<file path="src/rtl/mac_pkg.sv">
// Shared constants and types for the signed multiply-accumulate block.
// Saturation limits are consumed by sat_add64 when MAC_SATURATE_EN is defined.
package mac_pkg;

  localparam int ACC_W = 64;

  typedef enum logic [1:0] {
    IDLE  = 2'd0,
    ACCUM = 2'd1,
    HOLD  = 2'd2
  } state_t;

  localparam logic signed [ACC_W-1:0] ACC_MAX = {1'b0, {(ACC_W-1){1'b1}}};
  localparam logic signed [ACC_W-1:0] ACC_MIN = {1'b1, {(ACC_W-1){1'b0}}};

endpackage

</file>
<file path="src/rtl/sat_add64.sv">
// Combinational 64-bit signed adder with overflow detect.
// With MAC_SATURATE_EN defined the sum clamps to the signed limits on overflow; otherwise it wraps.
module sat_add64
  import mac_pkg::*;
(
  input  logic signed [ACC_W-1:0] a,
  input  logic signed [ACC_W-1:0] b,
  output logic signed [ACC_W-1:0] sum,
  output logic                    ovf
);

  logic signed [ACC_W-1:0] raw;

  assign raw = a + b;

  // Overflow only possible when operands share a sign and the result flips it.
  assign ovf = (a[ACC_W-1] == b[ACC_W-1]) && (raw[ACC_W-1] != a[ACC_W-1]);

`ifdef MAC_SATURATE_EN
  assign sum = ovf ? (a[ACC_W-1] ? ACC_MIN : ACC_MAX) : raw;
`else
  assign sum = raw;
`endif

endmodule

</file>
<file path="src/rtl/signed_mac_accumulator.sv">
// Signed 64-bit accumulator of multiplier product terms with valid/ready in and out.
// Build option MAC_SATURATE_EN (in sat_add64) selects clamping instead of wrapping on overflow.
module signed_mac_accumulator
  import mac_pkg::*;
#(
  parameter int COUNT_W = 16
) (
  input  logic                    clk,
  input  logic                    rst,
  input  logic                    in_valid,
  output logic                    in_ready,
  input  logic signed [ACC_W-1:0] product,
  input  logic                    in_last,
  input  logic                    abort,
  output logic                    out_valid,
  input  logic                    out_ready,
  output logic signed [ACC_W-1:0] acc_out,
  output logic [COUNT_W-1:0]      term_count,
  output logic                    overflow
);

  localparam logic [COUNT_W-1:0] COUNT_MAX = '1;
  localparam logic [COUNT_W-1:0] COUNT_ONE = COUNT_W'(1);

  state_t                  state;
  state_t                  state_next;
  logic signed [ACC_W-1:0] acc;
  logic [COUNT_W-1:0]      count;
  logic                    ovf_flag;
  logic                    accept;
  logic signed [ACC_W-1:0] sum;
  logic                    add_ovf;

  assign in_ready   = (state != HOLD);
  assign out_valid  = (state == HOLD);
  // abort outranks the input handshake, so a term offered alongside it is dropped.
  assign accept     = in_valid && in_ready && !abort;
  assign acc_out    = acc;
  assign term_count = count;
  assign overflow   = ovf_flag;

  sat_add64 u_add (
    .a   (acc),
    .b   (product),
    .sum (sum),
    .ovf (add_ovf)
  );

  always_ff @(posedge clk) begin
    if (rst) begin
      state <= IDLE;
    end else begin
      state <= state_next;
    end
  end

  always_comb begin
    state_next = state;
    if (abort) begin
      state_next = IDLE;
    end else begin
      case (state)
        IDLE:    if (accept) state_next = in_last ? HOLD : ACCUM;
        ACCUM:   if (accept && in_last) state_next = HOLD;
        HOLD:    if (out_ready) state_next = IDLE;
        default: state_next = IDLE;
      endcase
    end
  end

  // First term of a burst loads; later terms add and keep the overflow flag sticky.
  always_ff @(posedge clk) begin
    if (rst || abort) begin
      acc      <= '0;
      count    <= '0;
      ovf_flag <= 1'b0;
    end else if (accept) begin
      if (state == IDLE) begin
        acc      <= product;
        count    <= COUNT_ONE;
        ovf_flag <= 1'b0;
      end else begin
        acc      <= sum;
        count    <= (count == COUNT_MAX) ? count : count + COUNT_ONE;
        ovf_flag <= ovf_flag | add_ovf;
      end
    end
  end

endmodule

</file>
<file path="config.mk">
export PLATFORM = sky130hd
export DESIGN_NAME = signed_mac_accumulator
export DESIGN_NICKNAME = d
export VERILOG_FILES = /design/src/rtl/mac_pkg.sv /design/src/rtl/sat_add64.sv /design/src/rtl/signed_mac_accumulator.sv
export SDC_FILE = /design/constraint.sdc
export NUM_CORES = 1
export LEC_CHECK = 0
export CAP_MARGIN = 5
export CORE_ASPECT_RATIO = 1.5
export CORE_MARGIN = 2
export CORE_UTILIZATION = 40
export CTS_BUF_LIST = sky130_fd_sc_hd__clkbuf_8
export DETAILED_ROUTE_END_ITERATION = 6
export PLACE_DENSITY = 0.76
export SLEW_MARGIN = 0
export SYNTH_ARGS = -nofsm -noshare
export SYNTH_HDL_FRONTEND = slang
export SYNTH_SLANG_ARGS = --single-unit
</file>
<file path="constraint.sdc">
create_clock -name clk -period 4.5 [get_ports clk]
set_input_delay 0.9 -clock clk [delete_from_list [all_inputs] [get_ports clk]]
set_output_delay 0.9 -clock clk [all_outputs]
set_load 0.02 [all_outputs]
</file>
==> flow_summary.ini <==
[synthesis]
async_reset_ff_share_pct = 0
synth_seq_cells = 83
synth_edf_count = 0
ys_seq_area_share_pct = 23.0
synth_top_area_share_pct = 23.0
syn_area_um2 = 7230
ys_warn_count = 0
yosysTopAreaCell = dfxtp_1
ys.flop_type = dfxtp_1
synthCells = 990
ys_types = 64
synth_nets = 1125
avgSynthCellArea_um2 = 7.30
synth_area_leaders = dfxtp_1 (23%), ha_1 (11%), a21oi_1 (8.3%)

[sta]
slew-limit-headroom_pct = 29.3
setup_violations = 0
fin_crit_sh_pct = 92.9
fin_worst_skew_ps = 18.3
max_freq_mhz = 239
rsz0062_at_grt = no
hold_viol_final = 0
tightest_slew_ps = 1060
maxSlewViolCount = 0
layout_min_cycle_time_ps = 4180

[clock_tree]
cts_buffers = 9
cts_setup_buffers = 0
clk_latency_ps = 400
cts_tree = done
cts_num_sinks = 83
clk_pin_slew_ps = 100
cts_root_buf = clkbuf_8
ctsResizeCount = 0
cts-hold-fix-buffers = 0
cts_buffer_depth = 2
htreeDepth = 3

[die]
num_rows = 60
io_pins = 153
die_height_um = 169
core_um2 = 17800
die-area_um2 = 19200
start_util_pct = 40.6
dieWidth_um = 114

[route]
wl_per_cell_um = 16.9
ant_nets = 0
drc_errors = 0
vias_per_cell = 5.80
routed_wl_um = 22600
vias = 7773
firstDrtPassIters = 5
drt_iter0_markers = 418

[power]
power_density_nw_per_um2 = 214
power.leakage_nw = 3.80
max-vdd-ir-drop_v = 0.000119

[placed_design]
place_congestion = 0.923
dp.cells = 1323
placed_area_um2 = 8980
place_hpwl_um = 17000
numPortBuffers = 152

[critical_path]
timing.rr.start = acc_out[0]$_SDFFE_PP0P_
critPathLaunchType = input port
startpoint = product[0]
critPathRequiredTime_ps = 4840
setup.worst_path.end_class = flop
cp_max_fo = 3
critical_path_arrival_ps = 4530
critPathKind = input port to flop

[cells_and_area]
final_common_cell = clkdlybuf4s50_1
final_cells = 1340
mostFrequentLayoutCells = clkdlybuf4s50_1 (152), nand2_1 (141), a21oi_1 (120)
drive_above_1_share_pct = 5.08
syn2layout_area_growth_pct = 27.1
fin_util_pct = 51.6
fin_nets = 1252
stdcell_area_um2 = 9190

[hold_path]
hold_path.startpoint = overflow$_SDFFE_PP0P_
min_path_type = flop to flop

[global_route]
grt_max_degree = 95
grt_overflow = 0
grt_usage_pct = 23.3
grt_pass1_wl_um = 36700
grt_pass1_vias = 7589
antenna_found_initial = 1

[outcome]
status = finished, final reports clean

[flow_run]
max_cap_violations = 0
-- flip-flops by register name (all words and copies together) (netlist names) --
name,count
acc_out,64
overflow,1
state,2
term_count,16
-- power breakdown --
part	internal, mW	switching [mW]	total [mW]
sequential	0.755	0.0182	0.773
combinational	0.255	0.339	0.593
clock	0.264	0.336	0.600
total	1.27	0.693	1.97
-- Yosys cell counts, drive strengths merged (8+ instances only) --
cell and number:
nand4 23, a211oi 13, a31oi 16, inv 17, a21oi 121, nand2b 9, nor2 97, o211ai 8
o21a 11, ha 64, buf 9, and3 12, dfxtp 83, nand2 141, nor3 8, nor2b 15
a21o 38, clkbuf 49, o21ai 65, xor2 34, xnor2 35, nand3 23, a311oi 28
-- worst max-delay path, cell delays in order --
cell,delay (ps)
clkdlybuf4s50_1,480
ha_1,180
inv_1,60
fa_1,380
and2b_1,230
o2111ai_1,180
a211o_1,370
and2_4,180
o31ai_4,270
a31oi_1,150
o21a_1,270
o41ai_4,360
buf_4,180
xor2_1,140
nand2_1,70
a21oi_1,140
-- final cells by class --
class / count / area, um2
tap: 217 / 272
timing repair buffer: 174 / 1690
multi-input combinational: 832 / 5300
clock inverter: 7 / 80.1
clock buffer: 9 / 124
sequential: 83 / 1660
antenna: 1 / 2.50
fill: 1718 / 8610
inverter: 17 / 63.8
-- per-stage QoR --
stage               hold WS [ps]  power [mW]  setup TNS, ps  worst slack (ps)
floorplan                    460        1.16              0               581
global placement             455        1.37              0              62.3
detailed placement           479        1.38          -87.5             -53.0
CTS                          503        1.97              0               375
global route                 519        2.06              0               142
finish                       494        1.97              0               319
-- metal layers --
| layer | global-route usage, % | routed length [um] |
|---|---|---|
| met5 | 0 | 0 |
| met4 | 12.4 | 956 |
| met2 | 42.9 | 11800 |
| met1 | 25.2 | 8900 |
| met3 | 3.90 | 981 |
-- worst paths after layout --
| kind | slack [ps] | endpoint | depth (start not counted) |
|---|---|---|---|
| setup / recovery | 320 | acc_out[52]$_SDFFE_PP0P_ | 16 |
| hold / removal | 490 | overflow$_SDFFE_PP0P_ | 2 |
| setup reg to reg | 940 | acc_out[52]$_SDFFE_PP0P_ | 15 |
| hold reg to reg | 490 | overflow$_SDFFE_PP0P_ | 2 |
-- cells by family (layout without fill, tap and decap cells) --
group / Yosys count / in the layout / synth area share [%]
compound gates: 337 / 337 / 30.2
mux: 3 / 3 / 0.415
simple gates: 358 / 358 / 22.7
fa+ha+maj: 65 / 65 / 11.4
buf+inv: 75 / 207 / 3.93
flops: 83 / 83 / 23.0
other cells: 0 / 1 / 0
xor+xnor: 69 / 69 / 8.36
Note: power is estimated with default switching activity, not from simulation.
